## config.mk

```make
export PLATFORM = sky130hd
export DESIGN_NAME = pwm_generator
export DESIGN_NICKNAME = d
export VERILOG_FILES = /design/src/rtl/pwm_generator.sv
export SDC_FILE = /design/constraint.sdc
export NUM_CORES = 1
export LEC_CHECK = 0
export BUFFER_PORTS_ARGS = -buffer_cell sky130_fd_sc_hd__buf_2
export CAP_MARGIN = 10
export CORE_MARGIN = 2
export CORE_UTILIZATION = 54
export CTS_CLUSTER_DIAMETER = 120
export DETAILED_ROUTE_END_ITERATION = 12
export GPL_ROUTABILITY_DRIVEN = 1
export PLACE_DENSITY = 0.74
export SLEW_MARGIN = 10
export SYNTH_ARGS = -nofsm -noshare
export SYNTH_HDL_FRONTEND = slang
export SYNTH_SLANG_ARGS = --single-unit
```

## constraint.sdc

```tcl
create_clock -name clk_i -period 3 [get_ports clk_i]
set_input_delay 0.75 -clock clk_i [delete_from_list [all_inputs] [get_ports clk_i]]
set_output_delay 0.75 -clock clk_i [all_outputs]
set_load 0.01 [all_outputs]
```

## src/rtl/pwm_generator.sv

```systemverilog
// PWM generator stepped by rising edges of a prescaler tick; period/duty are
// double-buffered and reach the active registers only at a period boundary or while stopped.
module pwm_generator #(
  parameter int WIDTH = 16
) (
  input  logic             clk_i,
  input  logic             reset,
  input  logic             tick_i,
  input  logic             enable,
  input  logic [WIDTH-1:0] period,
  input  logic [WIDTH-1:0] duty,
  input  logic             load,
  output logic             pwm_o,
  output logic             cycle_o,
  output logic [WIDTH-1:0] count_o
);

  localparam logic [WIDTH-1:0] ONE = WIDTH'(1);

  typedef enum logic {IDLE, RUN} state_t;

  state_t           state;
  state_t           state_nxt;

  logic             tick_q;
  logic             step;
  logic             boundary;

  logic [WIDTH-1:0] count;
  logic [WIDTH-1:0] count_nxt;
  logic [WIDTH-1:0] act_period;
  logic [WIDTH-1:0] act_period_nxt;
  logic [WIDTH-1:0] act_duty;
  logic [WIDTH-1:0] act_duty_nxt;
  logic [WIDTH-1:0] pend_period;
  logic [WIDTH-1:0] pend_period_nxt;
  logic [WIDTH-1:0] pend_duty;
  logic [WIDTH-1:0] pend_duty_nxt;
  logic             pend;
  logic             pend_nxt;
  logic             pwm_nxt;
  logic             cycle_nxt;

  assign step     = tick_i & ~tick_q;
  assign boundary = (act_period != '0) && (count == act_period - ONE);
  assign count_o  = count;

  always_ff @(posedge clk_i or posedge reset) begin
    if (reset) begin
      state <= IDLE;
    end else begin
      state <= state_nxt;
    end
  end

  always_comb begin
    state_nxt = state;
    case (state)
      IDLE:    if (enable)  state_nxt = RUN;
      RUN:     if (!enable) state_nxt = IDLE;
      default: state_nxt = IDLE;
    endcase
  end

  always_comb begin
    count_nxt       = count;
    act_period_nxt  = act_period;
    act_duty_nxt    = act_duty;
    pend_period_nxt = pend_period;
    pend_duty_nxt   = pend_duty;
    pend_nxt        = pend;
    pwm_nxt         = 1'b0;
    cycle_nxt       = 1'b0;

    if (load) begin
      pend_period_nxt = period;
      pend_duty_nxt   = duty;
      pend_nxt        = 1'b1;
    end

    case (state)
      IDLE: begin
        count_nxt = '0;
        // Stopped: pending values apply at once; a load this clk stays pending.
        if (pend) begin
          act_period_nxt = pend_period;
          act_duty_nxt   = pend_duty;
          if (!load) begin
            pend_nxt = 1'b0;
          end
        end
      end
      RUN: begin
        if (!enable) begin
          count_nxt = '0;
        end else begin
          pwm_nxt = (act_period != '0) && (count < act_duty);
          if (step && (act_period != '0)) begin
            if (boundary) begin
              count_nxt = '0;
              cycle_nxt = 1'b1;
              // A load landing on the boundary bypasses the pending stage.
              if (load) begin
                act_period_nxt = period;
                act_duty_nxt   = duty;
                pend_nxt       = 1'b0;
              end else if (pend) begin
                act_period_nxt = pend_period;
                act_duty_nxt   = pend_duty;
                pend_nxt       = 1'b0;
              end
            end else begin
              count_nxt = count + ONE;
            end
          end
        end
      end
      default: begin
        count_nxt = '0;
      end
    endcase
  end

  always_ff @(posedge clk_i or posedge reset) begin
    if (reset) begin
      tick_q      <= 1'b0;
      count       <= '0;
      act_period  <= '0;
      act_duty    <= '0;
      pend_period <= '0;
      pend_duty   <= '0;
      pend        <= 1'b0;
      pwm_o       <= 1'b0;
      cycle_o     <= 1'b0;
    end else begin
      tick_q      <= tick_i;
      count       <= count_nxt;
      act_period  <= act_period_nxt;
      act_duty    <= act_duty_nxt;
      pend_period <= pend_period_nxt;
      pend_duty   <= pend_duty_nxt;
      pend        <= pend_nxt;
      pwm_o       <= pwm_nxt;
      cycle_o     <= cycle_nxt;
    end
  end

endmodule
```

**Word-level counts from Yosys, hierarchy flattened**

Index checks and enable logic that the tools add are counted.

- Register bits after elaboration: 85
- Output and inout port bits: 18
- Word-level logic and storage cells: 58

- $add $sub $neg: 2
- Magnitude comparators: 1
- Eq/ne operators: 5
- Mux-type cells: 32
- Bitwise gates (word level): 3
- Reductions and logical operators: 5

Operator list:

| kind | number |
|---|---|
| two-way mux 16 bit | 13 |
| one-hot mux 16 bit (2 select lines) | 3 |
| adder 16 x 1 -> 16 bit, second input constant | 1 |
| equality test 16 bit | 1 |
| less-than comparator 16 bit | 1 |
| nonzero test 16 bit | 1 |
| subtractor 16 x 1 -> 16 bit, second input constant | 1 |
| two-way mux 1 bit | 15 |
| inequality test 2 x 1 -> 1 bit, second input constant | 2 |
| logical AND 1 bit | 3 |
| inequality test 3 x 2 -> 1 bit, second input constant | 1 |
| AND reduction 3 bit | 1 |
| inequality test 2 bit, second input constant | 1 |
| inverter 1 bit | 2 |
| one-hot mux 1 bit (2 select lines) | 1 |
| AND 1 bit | 1 |

**Depth between registers and ports, before layout**

- Word-level depth: 7
- Gate-level depth with buffers: 12
- Gate-level depth less buffers: 10

**Least setup slack after synthesis**

OpenSTA, ideal clock, no wires.

- Path type: reg-to-reg
- Start point: register act_period[3]
- End point: register act_period[15]
- Arrival: 2.918 ns
- Data required time: 2.874 ns
- Slack: -0.044 ns
- Stages on the path, launching flop included: 13
- Clock period less this slack: 3.044 ns
- Path through: dfrtp_1 -> buf_6 -> or4_4 -> buf_6 -> or3_1 -> a22oi_1 -> nand4b_1 -> a2111oi_1 -> and4b_1 -> buf_4 -> o22ai_4 -> buf_6 -> a221o_1

- Word-level cells in the longest chain between the ends: 5
- Elaborated cells between the ends (all ways): 8
- Classes of those cells: 1 x add/sub; 3 x eq/ne; 4 x reduce/logical

RTL lines:

| item | RTL line | text |
|---|---|---|
| start, declared | 31 | `logic [WIDTH-1:0] act_period;` |
| start signal, assigned | 138 | `act_period <= act_period_nxt;` |
| subtractor 16 x 1 -> 16 bit | 45 | `assign boundary = (act_period != '0) && (count == act_period - ONE);` |
| equality test 16 bit | 45 |  |
| logical AND 1 bit | 45 |  |
| inequality test 2 x 1 -> 1 bit (no line) | -- |  |
| AND reduction 3 bit (no line) (*) | -- |  |

Every way passes the cells marked *; elsewhere a longest branch is shown, timed or not.
A chain may end at the register's enable or synchronous reset.

**Worst setup path in the final report**

- Start point: register act_period[3]
- End point: register act_duty[3]

- Word-level cells in the longest chain between the ends: 5
- Elaborated cells between the ends (all ways): 8
- Classes of those cells: 1 x add/sub; 3 x eq/ne; 4 x reduce/logical

RTL lines:

| item | RTL line | text |
|---|---|---|
| subtractor 16 x 1 -> 16 bit | 45 |  |
| equality test 16 bit | 45 |  |
| logical AND 1 bit | 45 |  |
| inequality test 2 x 1 -> 1 bit (no line) | -- |  |
| AND reduction 3 bit (no line) (*) | -- |  |
| end signal, assigned | 139 | `act_duty <= act_duty_nxt;` |
| end, declared | 33 | `logic [WIDTH-1:0] act_duty;` |

Marks and branches as above.

==> out/metrics.csv <==
stage,metric,value,unit
timing,fin. max-slew vios,0,
clock_network,Worst-path clk slew,0.09,ns
synthesis,Post-synth EDFFs,0,
power,Internal,1.95,mW
synthesis,Synth Instances,562,
global_routing,largest net degree at the start of global routing,54,
timing,FMAX,0.325,GHz
timing,Final WS setup,-0.0776,ns
synthesis,Synth top area share,40.4,%
cells_and_area,fillers,821,
die,starting density of the core,54.6,%
drt,Vias/cell,5.98,
synthesis,yosys warns,0,
cells_and_area,final instance area,0.00620,mm2
clock_network,Num CTS Buffers,9,
setup_path,critical path class,register to register,
setup_path,critical path's slowest cell,or4_4,
drt,DR pass1 iterations,5,
setup_path,"Req. time, crit path",3.30,ns
synthesis,count of cell types in the netlist,54,
power,Psw,0.941,mW
drt,DR DRC count,0,
run_status,failing checks,negative setup slack,
drt,Routed Antenna Nets,0,
clock_network,Clock Tree Root,clkbuf_8,
synthesis,Mapped Avg Cell Area,9.37,um2
die,CORE AREA,0.00964,mm2
timing,fin crit period,3.08,ns
synthesis,#FFs+latches synth,85,
clock_network,CTS max path bufs,2,
power,Switching Fraction,32.6,%
placement,Post-DP Area,0.00583,mm2
global_routing,initial antenna violation count,0,
setup_path,Worst Setup SP,act_period[3],
clock_network,CTS tree,built,
timing,Clock Skew,0.00719,ns
clock_network,cts hold-fix bufs,0,
setup_path,type of origin of the critical path,register,
cells_and_area,share of post-route cells with drive strength above 1,26.4,%
min_path,Hold WC Path Type,input port to async pin,
power,Reg power frac,47.8,%
drt,WL/cell,18.3,um
setup_path,CP max stage delay,0.61,ns
power,Gate power share,26.3,%
cells_and_area,Area Overhead vs Synth,17.8,%
placement,I/O Buffers,54,
power,clock share of power,25.9,%
setup_path,Top delay family on crit path,simple AND/OR/NAND/NOR gates,
job,max-cap viol count,0,
timing,"Hold Vio Cnt, Final",0,
power,total power,2.89,mW
run_status,status,finished with violations,
die,DIE AREA,0.0106,mm2
global_routing,Total Routing Usage GR,26.9,%
timing,# setup viols final,32,
synthesis,"Async S/R FF share, synth",100,%
die,DIE WIDTH,103,um
synthesis,sequential-to-total area share from yosys stat,40.4,%
clock_network,Worst-Skew Late Latency,0.35,ns
power,Max VDD drop,0.314,mV
timing,RSZ-0062 raised after global routing,yes,
setup_path,WP data arrival,3.38,ns
drt,Iter 0 DRT Violations,326,
die,Rows,36,
drt,detailed-route via count,4638,
placement,hpwl dp,9460,um
synthesis,Syn Nets,617,
clock_network,# clock sinks,85,
power,Static Leak,2.94,nW
die,I/O pin count,55,
timing,Worst-Margin Slew,0.778,ns
timing,relative slew slack,48.2,%
power,pwr/cell area,466,mW/mm2
timing,final worst-path cycle share,103,%
die,die height,103,um
setup_path,Worst R2R Start,act_period[3],
setup_path,Critical path buffers and inverters,2,
setup_path,CP Capture Type,register,
cells_and_area,ANT cells,0,
setup_path,"Cell Chain, Critical Path",or4_4 > or3_1 > a22oi_1 > nand4b_1 > a2111oi_2 > and4b_4 > buf_4 > clkbuf_16 > a21boi_0 > a211o_1,
global_routing,vias in the first global route,4425,
synthesis,Synth area leaders,"dfrtp_1, mux2_2, nand2_1",
setup_path,CP max FO,13,
global_routing,first-pass GRT wire length,21900,um
global_routing,grt ovf,0,
timing,smallest hold slack,0.454,ns
synthesis,"Cell Area, Synth",0.00527,mm2
synthesis,Synth area leader,dfrtp_1,
clock_network,# H-tree levels,3,
placement,routability cong.,0.834,
synthesis,Post-synth top flop,dfrtp_1,
drt,Final Routed Wirelength,14200,um
cells_and_area,Layout Nets,693,
==> layout by cell type (no fill, tap or decap), types with 6 or more instances in the layout <==
cell type   n
a211o_1    18
clkbuf_8   10
nand2b_1   35
buf_2      54
dfrtp_1    84
mux2_2     34
a21oi_1    43
a21o_1      8
nand3_1    44
inv_1      25
buf_4      42
and3_1      8
xor2_1      7
a221o_1    19
o21ai_0     8
ha_1       18
nor2_1     13
xnor2_1    12
nand2_1    64
mux2i_1     6
a21boi_0   12
==> routing by layer <==
metal / wire length [um] / part of all wire (%) / global-route usage, % / up-vias
li1: - / - / - / 2177
met1: 6380 / 45 / 37.0 / 2281
met2: 6760 / 48 / 43.3 / 160
met3: 811 / 5.7 / 4.68 / 20
met4: 257 / 1.8 / 9.31 / 0
met5: 0 / 0 / 0 / -
==> worst reg2reg max path: cells and delay by family, from the launching register on <==
kind	cells	cell delay (ns)
AND/OR/NAND/NOR	4	1.54
AO/OA/AOI/OAI	4	0.73
flip-flops	1	0.41
buffers and inverters	2	0.34
==> cells by family (layout without fill, tap and decap cells) <==
kind of cell	Yosys count	in the layout	synth area share, %
and+or+nand+nor	200	201	19.5
AOI/OAI and AO/OA	135	138	18.8
DFF	85	85	40.4
muxes	40	40	8.41
xor gates and xnor gates	19	19	3.16
buffers and inverters	65	142	5.49
adders and majority gates	18	18	4.28
==> path summary, 6_finish.rpt <==
check | slack (ns) | cells after the start | to
setup / recovery | -0.08 | 10 | act_duty[3]
hold / removal | 0.45 | 2 | count_o[5]
setup reg to reg | -0.08 | 10 | act_duty[3]
hold reg to reg | 0.52 | 1 | pend_period[10]
max in group asynchronous | 1.87 | 3 | act_period[4]
min in group clk_i | 0.52 | 1 | tick_q
==> stage by stage <==
stage                     worst slack (ns)  util (%)  TNS [ns]  cells
after floorplan                     0.0146         -         0    562
after global placement             -0.0722      60.4     -1.16    750
after detailed placement            -0.123      60.4     -2.42    750
after CTS                          -0.0296      63.1    -0.164    769
after global routing                -0.202      64.4     -4.13    776
final                              -0.0776      64.4     -1.38    776
==> Yosys cell counts (4+ instances only) <==
cell,instances
a211o_1,18
a21boi_0,17
a21o_1,8
a21oi_1,44
a221o_1,19
a22o_1,4
and3_1,8
buf_1,5
buf_2,9
buf_6,4
clkbuf_1,20
dfrtp_1,85
ha_1,18
inv_1,26
mux2_2,34
mux2i_1,6
nand2_1,64
nand2b_1,35
nand3_1,44
nor2_1,13
nor3_1,5
nor4_1,6
o21ai_0,8
xnor2_1,12
xor2_1,7
==> state kept, by name (all words and copies together), names as in the netlist <==
signal and count:
act_duty 16, act_period 16, count_o 16, cycle_o 1, pend 1, pend_duty 16
pend_period 16, pwm_o 1, state 1, tick_q 1
==> power by group through the flow <==
stage | sequential, mW | combinational, mW | clock (mW)
3_3_place_gp | 1.39 | 0.689 | 0
6_report | 1.38 | 0.761 | 0.748
4_1_cts | 1.38 | 0.739 | 0.757
5_1_grt | 1.40 | 0.833 | 0.803
2_1_floorplan | 1.37 | 0.500 | 0
3_5_place_dp | 1.39 | 0.709 | 0
==> cell type report <==
cell class,instances,area [um2],area share (%)
repair buffers,100,662,10.7
well taps,133,166,2.68
multi-input cells,416,2980,48.1
clock buffers,13,149,2.40
flip-flops and latches,85,2130,34.3
inverters,26,98.8,1.59
clock inverters,3,18.8,0.302
==> what timing repair did <==
item,CTS,global route
endpoints found under the setup margin,32,45
resized for setup,13,15
buffers inserted,0,5
gates cloned,3,2
pin swaps,18,2
(Power assumes the default switching activity.)
